File: config.mk
export PLATFORM = sky130hd
export DESIGN_NAME = cg_bound_counter
export DESIGN_NICKNAME = d
export VERILOG_FILES = /design/src/rtl/cg_bound_counter.sv
export SDC_FILE = /design/constraint.sdc
export NUM_CORES = 1
export LEC_CHECK = 0
export ABC_AREA = 1
export CAP_MARGIN = 20
export CORE_AREA = 2 2 135 137
export CTS_CLUSTER_SIZE = 40
export DETAILED_ROUTE_END_ITERATION = 8
export DIE_AREA = 0 0 137 139
export PLACE_DENSITY = 0.92
export SKIP_LAST_GASP = 1
export SLEW_MARGIN = 40
export SYNTH_ARGS = -nofsm -noshare
export SYNTH_HDL_FRONTEND = slang
export SYNTH_SLANG_ARGS = --single-unit
File: constraint.sdc
create_clock -name i_clk -period 6.9 [get_ports i_clk]
set_clock_uncertainty 0.05 [all_clocks]
set_input_delay 2.07 -clock i_clk [delete_from_list [all_inputs] [get_ports i_clk]]
set_output_delay 2.07 -clock i_clk [all_outputs]
set_load 0.1 [all_outputs]
File: src/rtl/cg_bound_counter.sv
// cg_bound_counter
//   Synchronous up/down counter with programmable step, programmable
//   [min,max] bounds, wrap or saturate behaviour at the bounds, parallel
//   load, pause, and bound-event reporting (one-cycle pulse plus sticky flag).
//
// Ports
//   i_clk         clock, all state updates on the rising edge
//   i_rstn        synchronous active-low reset
//   i_load        load o_count with i_load_value (beats i_en)
//   i_load_value  parallel load value, not clamped to the bounds
//   i_en          count enable, 0 = hold
//   i_dir         0 = count up, 1 = count down
//   i_step        unsigned step magnitude
//   i_min, i_max  unsigned bounds, caller keeps i_min <= i_max
//   i_sat         1 = saturate at the bound, 0 = wrap to the opposite bound
//   i_clr_flag    clear o_evt_sticky (a simultaneous new event wins)
//   o_count       registered count
//   o_evt         registered pulse: the previous update hit a bound
//   o_evt_sticky  sticky bound-event flag
module cg_bound_counter #(
    parameter int                    DATA_WIDTH  = 32,
    parameter logic [DATA_WIDTH-1:0] RESET_VALUE = '0
) (
    input  logic                  i_clk,
    input  logic                  i_rstn,
    input  logic                  i_load,
    input  logic [DATA_WIDTH-1:0] i_load_value,
    input  logic                  i_en,
    input  logic                  i_dir,
    input  logic [DATA_WIDTH-1:0] i_step,
    input  logic [DATA_WIDTH-1:0] i_min,
    input  logic [DATA_WIDTH-1:0] i_max,
    input  logic                  i_sat,
    input  logic                  i_clr_flag,
    output logic [DATA_WIDTH-1:0] o_count,
    output logic                  o_evt,
    output logic                  o_evt_sticky
);

    // One extra bit keeps the carry of the add and the borrow of the subtract.
    logic [DATA_WIDTH:0]   sum;
    logic [DATA_WIDTH:0]   diff;
    logic                  up_evt;
    logic                  dn_evt;
    logic [DATA_WIDTH-1:0] count_next;
    logic                  evt_next;

    assign sum    = {1'b0, o_count} + {1'b0, i_step};
    assign diff   = {1'b0, o_count} - {1'b0, i_step};
    assign up_evt = (sum > {1'b0, i_max});
    // A set top bit of diff means the subtract borrowed.
    assign dn_evt = diff[DATA_WIDTH] || (diff[DATA_WIDTH-1:0] < i_min);

    always_comb begin
        count_next = o_count;
        evt_next   = 1'b0;
        if (i_load) begin
            count_next = i_load_value;
        end else if (i_en) begin
            if (!i_dir) begin
                if (up_evt) begin
                    evt_next   = 1'b1;
                    count_next = i_sat ? i_max : i_min;
                end else begin
                    count_next = sum[DATA_WIDTH-1:0];
                end
            end else begin
                if (dn_evt) begin
                    evt_next   = 1'b1;
                    count_next = i_sat ? i_min : i_max;
                end else begin
                    count_next = diff[DATA_WIDTH-1:0];
                end
            end
        end
    end

    always_ff @(posedge i_clk) begin
        if (!i_rstn) begin
            o_count      <= RESET_VALUE;
            o_evt        <= 1'b0;
            o_evt_sticky <= 1'b0;
        end else begin
            o_count      <= count_next;
            o_evt        <= evt_next;
            // A new event on the same edge as a clear leaves the flag set.
            o_evt_sticky <= evt_next | (o_evt_sticky & ~i_clr_flag);
        end
    end

endmodule

Word level (Yosys, flattened, before mapping):

Index checks and enable logic that the tools add are counted.

* flip-flop bits (word level): 34
* input bits: 135
* logic and storage cells: 24

* add/subtract/negate cells: 2
* order comparisons: 2
* mux-type cells: 12
* bitwise logic cells: 3
* reduce and logical (&&, ||, !) cells: 2

Operators with widths (count)
* $mux 32: 7
* $add 32x32->33: 1
* $gt 33x32->1: 1
* $sub 32x32->33: 1
* $lt 32x32->1: 1
* $mux 1: 5
* $reduce_bool 2->1: 1
* $and 1x1->1: 1
* $logic_or 1x1->1: 1
* $not 1->1: 1
* $or 1x1->1: 1

Logic depth before layout (Yosys ltp):

* depth after elaboration: 8
* gate-level depth with buffers: 33
* gate-level depth less buffers: 31

Worst setup path before layout:

No wires, ideal clock.

* path kind: input-to-reg
* start point: input i_step[0]
* end point: register o_count[6]
* library setup time: 0.142 ns
* data arrival time: 5.219 ns
* slack: 1.489 ns
* cell stages on the path: 28
* path buffers: 1
* path through: ha_1 -> inv_1 -> fa_1 -> nand2_1 -> nand2_1 -> o21ai_0 -> o21ai_0 -> nand3_1 -> nand2_1 -> nand3_1 -> nand2_1 -> nand2_1 -> nand2_1 -> inv_1 -> ha_1 -> nand2_1 -> inv_1 -> nand3_1 -> nor3_1 -> and3_1 -> nand2_1 -> nand2_1 -> clkbuf_1 -> nand3b_1 -> nand3_1 -> nand3_1 -> nand2_1 -> a21oi_2

* cells in the longest elaborated chain, start to end: 7
* elaborated cells on any way between the ends: 10
* classes of those cells: add/sub: 2; order compare: 2; mux: 5; reduce/logical: 1

Ends and longest elaborated chain
* start, declared: line 30 `input logic [DATA_WIDTH-1:0] i_step,`
* $sub 32x32->33: line 49 `assign diff = {1'b0, o_count} - {1'b0, i_step};`
* $lt 32x32->1: line 52 `assign dn_evt = diff[DATA_WIDTH] || (diff[DATA_WIDTH-1:0] < i_min);`
* $logic_or 1x1->1: line 52
* $mux 32: line 68 `if (dn_evt) begin`
* $mux 32 *: line 60 `if (!i_dir) begin`
* $mux 32 *: line 59 `end else if (i_en) begin`
* $mux 32 *: line 57 `if (i_load) begin`
* end signal, assigned: line 84 `o_count <= count_next;`
* end, declared: line 35 `output logic [DATA_WIDTH-1:0] o_count,`

Every way passes the cells marked *; elsewhere a longest branch is shown, timed or not. The select of a mux whose other input is x is not followed.
A chain may end at the register's enable or synchronous reset.

Final worst setup path:

* start point: input i_step[0]
* end point: register o_count[26]

Same word-level chain as after synthesis.

==> flow_summary.yaml <==
route:
  wirelength_um: 39000
  top_layer: "met4"
  drt_iter0_markers: 1176
  wl_per_cell_um: 18.6
  wl_met1_um: 15700
  dr.pass1.iters: 9
  route.detailed.drc: 0
  ant_nets: 0
  drt-vias-per-instance: 5.72
  met2_length_um: 17000
  wl_met3_um: 4130
  num_vias: 12000
cells_and_area:
  drive_gt1_share_pct: 9.44
  utilization_pct: 65.5
  diodes: 0
  multi_input_area_um2: 7400
  fin_area_um2: 11600
  layout_common_cells: "nand2_1, inv_1, nand3_1"
  area_delta_synth_final_pct: 20.7
  final_nets: 2128
  regArea_um2: 681
  layout_commonest_cell: "nand2_1"
  final.fill_count: 1724
global_route:
  grt_max_degree: 129
  antenna_found_initial: 0
  grt_first_pass_wirelength_um: 59600
  grt.overflow.total: 0
  grt_use_total_pct: 40.5
  grt_pass1_vias: 11600
clocking:
  cts_max_level: 2
  cts.clk_slew.worst_paths_ns: 0.07
  cts-root-buf: "clkbuf_16"
  cts_made_buffers: 5
  clockBufferDepth: 2
  clk_latency_ns: 0.31
  cts_sinks: 34
  cts_setup_buffers: 0
  cts_tree: "built"
logic_synthesis:
  synth_edf_count: 0
  synth_warnings: 0
  syn_nets: 1977
  syn_area_um2: 9580
  synth.distinct_cells: 49
  yosys_register_bits: 34
  netlist_instances: 1713
  netlist.area_leader.share_pct: 16.6
  yosys-top-cells-area: "ha_1, nand2_1, inv_1"
  synth_top_area_cell: "ha_1"
  synth-seq-area-share_pct: 7.10
  synthArstFlopShare_pct: 0
  synth-main-ff-cell: "dfxtp_1"
  postSynthAreaPerCell_um2: 5.59
sta:
  finalCritPeriodShare_pct: 95.3
  worst_pin_slew_ns: 0.791
  timing.slew.headroom_pct: 47.3
  finalSetupViolations: 0
  fin_crit_ns: 6.57
  fmax_mhz: 152
  finalMaxSlewViolations: 0
  rsz0062_at_grt: "false"
  final_hold_viol_count: 0
  tns_ns: 0
placement:
  port_buffers: 168
  dpl_cell_area_um2: 11400
  gp_congestion: 1.04
  place_hpwl_um: 31800
pwr:
  leakage_nw: 6.23
  powerDensity_nw_per_um2: 193
  vdd_ir_drop_max_mv: 0.119
  totalPowerFinal_mw: 2.23
die:
  ioPinCount: 169
  die_w_um: 137
  die_h_um: 139
  dieArea_um2: 19000
  num_rows: 49
  initial_core_util_pct: 54.3
  core_area_um2: 17700
setup_path:
  critPathLaunchType: "input port"
  startpoint: "i_step[0]"
  cp-end-kind: "register"
  critPathArrivalTime_ns: 6.69
  cp_max_fo: 17
  reg2reg_from: "o_count[0]"
  cpPeakStageDelay_ns: 0.43
  cp_slowest_cell: "clkdlybuf4s50_1"
  crit_type: "in -> reg"
  required_ns: 7.02
  cpMostUsedCell: "nand2_1"
worst_hold_path:
  hold_class: "reg -> reg"
  worstHoldStart: "o_evt_sticky"
flow_run:
  cap_violations: 0
status:
  status: "completed"
==> Yosys cell counts (all sizes together), types with 3 or more instances <==
cell type / number
nand2: 430
inv: 289
nand3: 198
nor2: 179
a21oi: 137
ha: 127
o21ai: 120
buf: 41
xor2: 41
dfxtp: 34
clkbuf: 33
nor3: 13
o21bai: 13
nand3b: 12
nand4: 8
a21o: 7
o21a: 7
and3: 5
clkinv: 3
==> logic make-up (layout without fill, tap and decap cells) <==
kind of cell	Yosys count	after routing	share of synthesized area, %
AO/OA/AOI/OAI	291	291	17.3
adder cells (fa/ha/maj)	129	129	17.0
AND/OR/NAND/NOR	850	850	38.9
flip-flops	34	34	7.10
buffers and inverters	366	518	15.8
XOR/XNOR	43	43	3.93
==> metal layers <==
metal  global-route usage (%)  up-vias
met1                     52.0     5386
met3                     7.02      140
met5                        0        -
met2                     64.2      707
li1                         -     5748
met4                     20.9        0
==> through the flow <==
stage                     hold slack, ns  std cells  setup slack [ns]
after floorplan                    0.854       1713              1.49
final                              0.420       2094             0.325
after global placement             0.401       2086             0.193
after detailed placement           0.412       2086             0.138
after CTS                          0.422       2094             0.416
after global routing               0.497       2094            0.0697
==> worst paths after layout <==
| check | to | cells after the start | slack, ns |
|---|---|---|---|
| min | o_evt_sticky | 2 | 0.42 |
| min reg2reg | o_evt_sticky | 2 | 0.42 |
| max | o_count[26] | 31 | 0.33 |
| max reg2reg | o_evt_sticky | 29 | 2.20 |
==> registers in the layout, summed over array words and instances, names as in the netlist <==
register and cells:
o_evt_sticky 1, o_evt 1, o_count 32
==> layout make-up <==
class	count	area share [%]
clock inverters	1	0.0433
well taps	229	2.48
flip-flops and latches	34	5.88
clock buffers	7	1.23
multi-input cells	1313	63.9
repair buffers	218	17.0
inverters	292	9.48
==> worst max-delay path, delay by kind of cell <==
kind,cells,cell delay (ns)
simple gates,21,2.34
compound gates,2,0.21
xor+xnor,1,0.37
fa+ha+maj,3,0.97
buf+inv,4,0.72
==> power breakdown <==
part | total [mW] | internal [mW] | switching [mW]
Clock | 0.263 | 0.144 | 0.119
Combinational | 1.72 | 0.585 | 1.13
Sequential | 0.248 | 0.217 | 0.0305
==> what timing repair did <==
action	4_1_cts	5_1_grt
hold buffers	0	0
setup endpoints to repair	0	1
gates resized for setup	0	1
Power figures use the tool's default switching activity.
